==> src/rtl/pipeline_hazard_controller.sv <==
// Decode-stage hazard scoreboard: stall, forwarding selects, MDU busy.
// Optional MDU tracking enabled by defining PIPELINE_HAZARD_MDU_EN.
module pipeline_hazard_controller #(
  parameter  int DEPTH      = 3,
  parameter  int REG_ADDR_W = 5,
  parameter  int MUL_CYCLES = 5,
  parameter  int DIV_CYCLES = 10,
  localparam int SEL_W      = $clog2(DEPTH + 1),
  localparam int CNT_W      = $clog2(DIV_CYCLES + 1)
) (
  input  logic                  clock,
  input  logic                  reset_n,
  input  logic                  freeze,
  input  logic                  dec_valid,
  input  logic [REG_ADDR_W-1:0] dec_rs_id,
  input  logic [REG_ADDR_W-1:0] dec_rt_id,
  input  logic [1:0]            dec_rs_stage,
  input  logic [1:0]            dec_rt_stage,
  input  logic                  dec_wr_en,
  input  logic [REG_ADDR_W-1:0] dec_wr_id,
  input  logic [1:0]            dec_wr_ready,
  input  logic                  dec_mdu_use,
  input  logic                  dec_mdu_start,
  input  logic                  dec_mdu_div,
  output logic                  stall,
  output logic [SEL_W-1:0]      fwd_rs_sel,
  output logic [SEL_W-1:0]      fwd_rt_sel,
  output logic                  mdu_busy
);

  typedef struct packed {
    logic                  vld;
    logic [REG_ADDR_W-1:0] id;
    logic [1:0]            rdy;
  } ent_t;

  ent_t ent [DEPTH];
  ent_t ent_in;

  logic [REG_ADDR_W-1:0] src_id  [2];
  logic [1:0]            src_stg [2];
  logic [SEL_W-1:0]      src_sel [2];
  logic [1:0]            src_hz;
  logic                  mdu_hz;

  assign src_id[0]  = dec_rs_id;
  assign src_id[1]  = dec_rt_id;
  assign src_stg[0] = dec_rs_stage;
  assign src_stg[1] = dec_rt_stage;

  // Oldest-to-youngest scan so the youngest match wins.
  always_comb begin
    for (int s = 0; s < 2; s++) begin
      src_sel[s] = '0;
      src_hz[s]  = 1'b0;
      for (int k = DEPTH - 1; k >= 0; k--) begin
        if (ent[k].vld &&
            ent[k].id == src_id[s] &&
            src_id[s] != '0 &&
            src_stg[s] != 2'd3) begin
          src_sel[s] = SEL_W'(k + 1);
          src_hz[s]  = (k + 1 + int'(src_stg[s]))
                       <= int'(ent[k].rdy);
        end
      end
    end
  end

  assign fwd_rs_sel = src_sel[0];
  assign fwd_rt_sel = src_sel[1];

  assign stall = dec_valid &
                 (src_hz[0] | src_hz[1] | mdu_hz);

  always_comb begin
    ent_in     = '0;
    ent_in.vld = dec_valid & dec_wr_en & ~stall &
                 (dec_wr_id != '0);
    ent_in.id  = dec_wr_id;
    ent_in.rdy = dec_wr_ready;
  end

  always_ff @(posedge clock or negedge reset_n) begin
    if (!reset_n) begin
      for (int k = 0; k < DEPTH; k++)
        ent[k] <= '0;
    end else if (!freeze) begin
      ent[0] <= ent_in;
      for (int k = 1; k < DEPTH; k++)
        ent[k] <= ent[k-1];
    end
  end

`ifdef PIPELINE_HAZARD_MDU_EN
  logic [CNT_W-1:0] mdu_cnt;
  logic             mdu_go;

  assign mdu_go = dec_valid & dec_mdu_start &
                  ~stall & ~freeze;

  // Counter keeps running through freeze.
  always_ff @(posedge clock or negedge reset_n) begin
    if (!reset_n)
      mdu_cnt <= '0;
    else if (mdu_go)
      mdu_cnt <= dec_mdu_div ? CNT_W'(DIV_CYCLES)
                             : CNT_W'(MUL_CYCLES);
    else if (mdu_cnt != '0)
      mdu_cnt <= mdu_cnt - CNT_W'(1);
  end

  assign mdu_busy = (mdu_cnt != '0);
  assign mdu_hz   = mdu_busy &
                    (dec_mdu_use | dec_mdu_start);
`else
  logic unused_mdu;
  assign unused_mdu = ^{dec_mdu_use, dec_mdu_start,
                        dec_mdu_div,
                        CNT_W'(MUL_CYCLES),
                        CNT_W'(DIV_CYCLES)};
  assign mdu_busy = 1'b0;
  assign mdu_hz   = 1'b0;
`endif

endmodule

==> config.mk <==
export PLATFORM = sky130hd
export DESIGN_NAME = pipeline_hazard_controller
export DESIGN_NICKNAME = d
export VERILOG_FILES = /design/src/rtl/pipeline_hazard_controller.sv
export SDC_FILE = /design/constraint.sdc
export NUM_CORES = 1
export LEC_CHECK = 0
export BUFFER_PORTS_ARGS = -buffer_cell sky130_fd_sc_hd__buf_2
export CAP_MARGIN = 15
export CORE_MARGIN = 2
export CORE_UTILIZATION = 50
export CTS_BUF_LIST = sky130_fd_sc_hd__clkbuf_4
export DETAILED_ROUTE_END_ITERATION = 10
export GPL_TIMING_DRIVEN = 0
export HOLD_SLACK_MARGIN = 0.02
export PLACE_DENSITY = 0.79
export RECOVER_POWER = 100
export SYNTH_ARGS = -nofsm -noshare
export SYNTH_HDL_FRONTEND = slang
export SYNTH_SLANG_ARGS = --single-unit
==> constraint.sdc <==
create_clock -name clock -period 4.2 [get_ports clock]
set_clock_uncertainty 0.05 [all_clocks]
set_input_delay 0.42 -clock clock [delete_from_list [all_inputs] [get_ports clock]]
set_output_delay 0.42 -clock clock [all_outputs]
set_load 0.05 [all_outputs]
# --- Yosys cells after proc, flatten, opt, wreduce, memory -nomap -nowiden ---
# Index checks and enable logic that the tools add are counted.
totals:
  inputBits: 29
  out_inout_bits: 6
  ff_bits: 24
classes:
  add_sub_neg: 6
  reduce_logical: 21
  n_lt_le_gt_ge: 6
  mux: 12
  n_bitwise: 6
  n_eq_ne: 8
ops:
  columns: ["cell", "count"]
  rows:
  - ["== test 5 bit", 6]
  - ["less-or-equal comparator 3 x 2 -> 1 bit", 6]
  - ["logical AND 1 bit", 18]
  - ["nonzero test 5 bit", 3]
  - ["adder 2 x 2 -> 3 bit, first input constant", 4]
  - ["2-to-1 mux 2 bit", 6]
  - ["adder 1 x 2 -> 3 bit, first input constant", 2]
  - ["2-to-1 mux 1 bit", 6]
  - ["bitwise AND 1 bit", 4]
  - ["!= test 2 bit, second input constant", 2]
  - ["NOT 1 bit", 1]
  - ["bitwise OR 1 bit", 1]

# --- Depth between registers and ports, before layout ---
logic_depth:
  ltp_word: 12
  depth_mapped: 10

# --- Worst setup path after synthesis ---
# No wires, ideal clock.
synth_path:
  path_kind: "input port to output port"
  startpoint: "input dec_rt_id[0]"
  endpoint: "output fwd_rt_sel[0]"
  setup_slack_ps: 1298
  n_path_buf: 0
  stages: 4
  arrival_time_ps: 2432
  cell_sequence: "or4_4 > o21bai_2 > nor3_1 > o31ai_1"
synth_via:
  elab_chain_len: 7
synth_rtl:
  columns: ["element", "line_no", "rtl"]
  rows:
  - ["start: declaration", "16", "input logic [REG_ADDR_W-1:0] dec_rt_id,"]
  - ["== test 5 bit", "58", "ent[k].id == src_id[s] &&"]
  - ["logical AND 1 bit", "57", "if (ent[k].vld &&"]
  - ["logical AND 1 bit", "58", null]
  - ["logical AND 1 bit", "59", "src_id[s] != '0 &&"]
  - ["2-to-1 mux 2 bit (2 in series)", "57", null]
  - ["2-to-1 mux 2 bit *", "57", null]
  - ["end: declaration", "27", "output logic [SEL_W-1:0] fwd_rt_sel,"]
# Mark *: on every way between the ends. The rest lies on a longest branch, timed or not.

# --- Worst setup path after layout ---
layout_path:
  startpoint: "input dec_rt_stage[0]"
  endpoint: "output stall"
layout_via:
  elab_chain_len: 7
layout_rtl:
  columns: ["element", "line_no", "rtl"]
  rows:
  - ["start: declaration", "18", "input logic [1:0] dec_rt_stage,"]
  - ["adder 2 x 2 -> 3 bit / != test 2 bit (equally long branches)", "62, 60", null]
  - ["less-or-equal comparator 3 x 2 -> 1 bit / logical AND 1 bit (equally long branches)", "63, 59", null]
  - ["2-to-1 mux 1 bit (2 in series)", "57", null]
  - ["2-to-1 mux 1 bit *", "57", null]
  - ["bitwise OR 1 bit *", "73", "(src_hz[0] | src_hz[1] | mdu_hz);"]
  - ["bitwise AND 1 bit *", "72", "assign stall = dec_valid &"]
  - ["end: declaration", "25", "output logic stall,"]
# Marks and branches as above.

==> impl_metrics.tcl <==
set metrics [dict create \
    grt_setup_unrepaired "false" \
    netlist-cell-type-count 39 \
    viasPerCell 5.367 \
    holdWs_ns 0.2874 \
    path_buf_inv 4 \
    cts_max_path_buffers 2 \
    layout_top_registers "ent x24" \
    vias_in_the_first_global_route 1351 \
    synthXorXnorAreaFrac_pct 14.62 \
    yosysTopAreaCell "dfrtp_1" \
    port_bufs 28 \
    globalRouteOverflowTotal 0 \
    synth_compound_gate_area_share_pct 9.471 \
    power.net_switching_mw 0.1977 \
    crit_start "dec_rt_stage[0]" \
    tritoncts.num_buffers 3 \
    finalPower_mw 0.6638 \
    slew_viol_final 0 \
    clk_pin_slew_ns 0.12 \
    detail_route.first_pass.iterations 4 \
    post_detailed_route_wirelength_per_cell_um 13.98 \
    detailed_place.area_mm2 0.001994 \
    total_negative_setup_slack_ns 0 \
    cts.sink_count 24 \
    synth.top_cell.area_share_pct 33.43 \
    clock_tree_from_tritoncts "yes" \
    async_reset_ff_share_pct 100.0 \
    placed_cell_count 240 \
    layout.cells.non_filler 245 \
    critical-path-slowest-cell "clkbuf_1" \
    internal_power_mw 0.4661 \
    worstHoldStart "dec_wr_ready[1]" \
    initial_core_util_pct 53.01 \
    worst_setup_path_end_kind "output port" \
    ctsResizeCount 0 \
    netSwitchingFraction_pct 29.78 \
    routed-via-count 1315 \
    final_antenna_net_count 0 \
    groute.usage.overall_pct 18.72 \
    place_hpwl_um 2879 \
    crit-reg2reg-capture "ent[23]" \
    critPathMaxFanout 5 \
    critical_path.startpoint_type "primary input" \
    largest_net_degree_at_the_start_of_global_routing 25 \
    yosys.cell_count.top_type "xnor2_1" \
    regMostFlops "ent" \
    layout.nets 245 \
    outcome "complete, no violations" \
    routabilityCongestion 0.7776 \
    worst_slack_ns 0.6902 \
    max_ffs_per_register 24 \
    place_worst_setup_slack_ns 1.036 \
    syn_nets 211 \
    p_leak_nw 0.8600 \
    die-area_mm2 0.004089 \
    post_synth_inst_count 166 \
    drt-initial-drc-count 59 \
    path_depth 12 \
    timing_hold_violations_final 0 \
    postSynthRegisterBits 24 \
    cts_setup_buffers 0 \
    dieHeight_um 63.95 \
    gate_power_share_pct 29.2 \
    reg2regPathDepth 8 \
    synth_ff_type "dfrtp_1" \
    detail_route.drc_violations 0 \
    reg2reg_from "ent[1]" \
    dominant_combinational_cell_family_by_area_after_synthesis "XOR/XNOR gates" \
    post_synth_instance_area_mm2 0.001797 \
    ctsHtreeMaxLevel 1 \
    hold-path-cell-count 2 \
    floorplan.rows 21 \
    worst-endpoint-required_ns 3.73 \
    antenna_found_initial 0 \
    core_area_mm2 0.003390 \
    finalSetupViolCount 0 \
    totalWireLength_um 3426 \
    grt_first_pass_wirelength_um 6127 \
    worst-setup-path-type "primary input to output port" \
    worst_setup_path_endpoint "stall" \
    final_layout_size_suffix_gt1_share_pct 28.14 \
    clock_insertion_delay_worst_skew_ns 0.31 \
    post_synth_main_area_contributors "dfrtp_1, xnor2_1, mux2_2, ha_1, fa_1" \
    vdd_ir_drop_max_v 0.0002411 \
    synth_area_in_adders_pct 11.98 \
    clock_power_share_pct 24.5 \
    p_per_area_mw_per_mm2 324.1 \
    hold_path_class "primary input to flip-flop" \
    cap_viol_max_count 0 \
    layout.cell_area.non_filler_mm2 0.002048 \
    maxSlewHeadroom_pct 18.92 \
    clockRootBuffer "clkbuf_4" \
    r2r_slack_ns 2.16 \
    synth-seq-area-share_pct 33.43 \
    crit_chain "clkbuf_1 > inv_1 > ha_1 > inv_1 > ha_1 > nor2b_1 > a2bb2oi_1 > nor4b_1 > a211oi_2 > o22ai_1 > and2_1 > clkbuf_1" \
    sequentialPowerShare_pct 46.3 \
    antenna_cells_inserted 0 \
    synth_warnings 0 \
    number_of_flops_mapped_to_enable_cells_by_yosys 0 \
    portion_of_netlist_area_occupied_by_mux_cells_pct 13.79 \
    crit_arrival_ns 3.04 \
    slowest_stage_delay_on_critical_path_ns 0.46 \
    tmin_final_ns 3.510 \
    ioPinCount 35 \
    syn_to_final_growth_pct 14.00 \
    critical_path.top_delay_family "buffers and inverters" \
    worst-slew-pin-transition_ns 1.216 \
    max_freq_mhz 284.9 \
    final_cycle_utilization_of_the_critical_path_pct 83.57 \
    fp.dieW_um 63.95 \
    syn_area_per_cell_um2 10.82 \
    synth_simple_gate_area_share_pct 13.58 \
    layout_utilization_pct 60.43 \
    synth.cells.most_frequent "xnor2_1, dfrtp_1, mux2_2" \
]
[what timing repair did]
item / in CTS / in global routing
endpoints found under the hold margin: 14 / 0
hold buffers: 1 / 0
endpoints found under the setup margin: 0 / 0
[per-layer routing]
layer  GRT usage (%)  part of all wire [%]
met1           26.96                    50
met2           30.34                    47
met3           1.408                   3.0
met4           5.163                  0.38
met5               0                     0
[cells in the final DEF (no fill, tap or decap), types with 2 or more instances in the layout]
master / count
xnor2_1: 30
dfrtp_1: 24
mux2_2: 22
buf_2: 21
ha_1: 14
clkbuf_1: 11
nand2_1: 8
inv_1: 8
nand4_1: 6
or3_1: 4
nor3_1: 4
nor2b_1: 3
nor3b_1: 3
o21ai_0: 3
nor2_1: 3
clkbuf_4: 3
or4_4: 2
nand3b_1: 2
nor4_1: 2
a21oi_1: 2
fa_1: 2
[area by class of cell]
class | instances | area, µm²
Inverter | 8 | 30.03
Tap cell | 46 | 57.56
Timing Repair Buffer | 29 | 141.4
Sequential cell | 24 | 600.6
Buffer | 5 | 22.52
Fill cell | 308 | 1341
Clock buffer | 3 | 22.52
Clock inverter | 1 | 30.03
Multi-Input combinational cell | 129 | 1144
[power groups by stage]
stage	clock network [mW]	registers [mW]	logic (mW)
4_1_cts	0.166	0.306	0.197
5_1_grt	0.179	0.312	0.225
6_report	0.163	0.307	0.194
3_3_place_gp	0	0.308	0.190
3_5_place_dp	0	0.311	0.196
2_1_floorplan	0	0.296	0.148
[worst min-delay path by stage]
stage | to | slack (ns)
6_report | ent[17] | 0.29
5_1_grt | ent[20] | 0.28
4_1_cts | ent[17] | 0.28
3_5_place_dp | ent[1] | 0.37
3_3_place_gp | ent[16] | 0.38
2_1_floorplan | ent[0] | 0.07
[worst register-to-register path, stage by stage (launching register included)]
cell	delay, ns
dfrtp_1	0.39
inv_1	0.09
ha_1	0.24
nor2b_1	0.13
a2bb2oi_1	0.13
nor4b_1	0.35
a211oi_2	0.12
o22ai_1	0.31
o31ai_2	0.10
[cell families after synthesis]
kind of cell	Yosys count
flops	24
other cells	1
compound gates	19
fa+ha+maj	16
xor+xnor	30
simple gates	41
mux	22
buf+inv	13
Note: power is estimated with default switching activity, not from simulation.
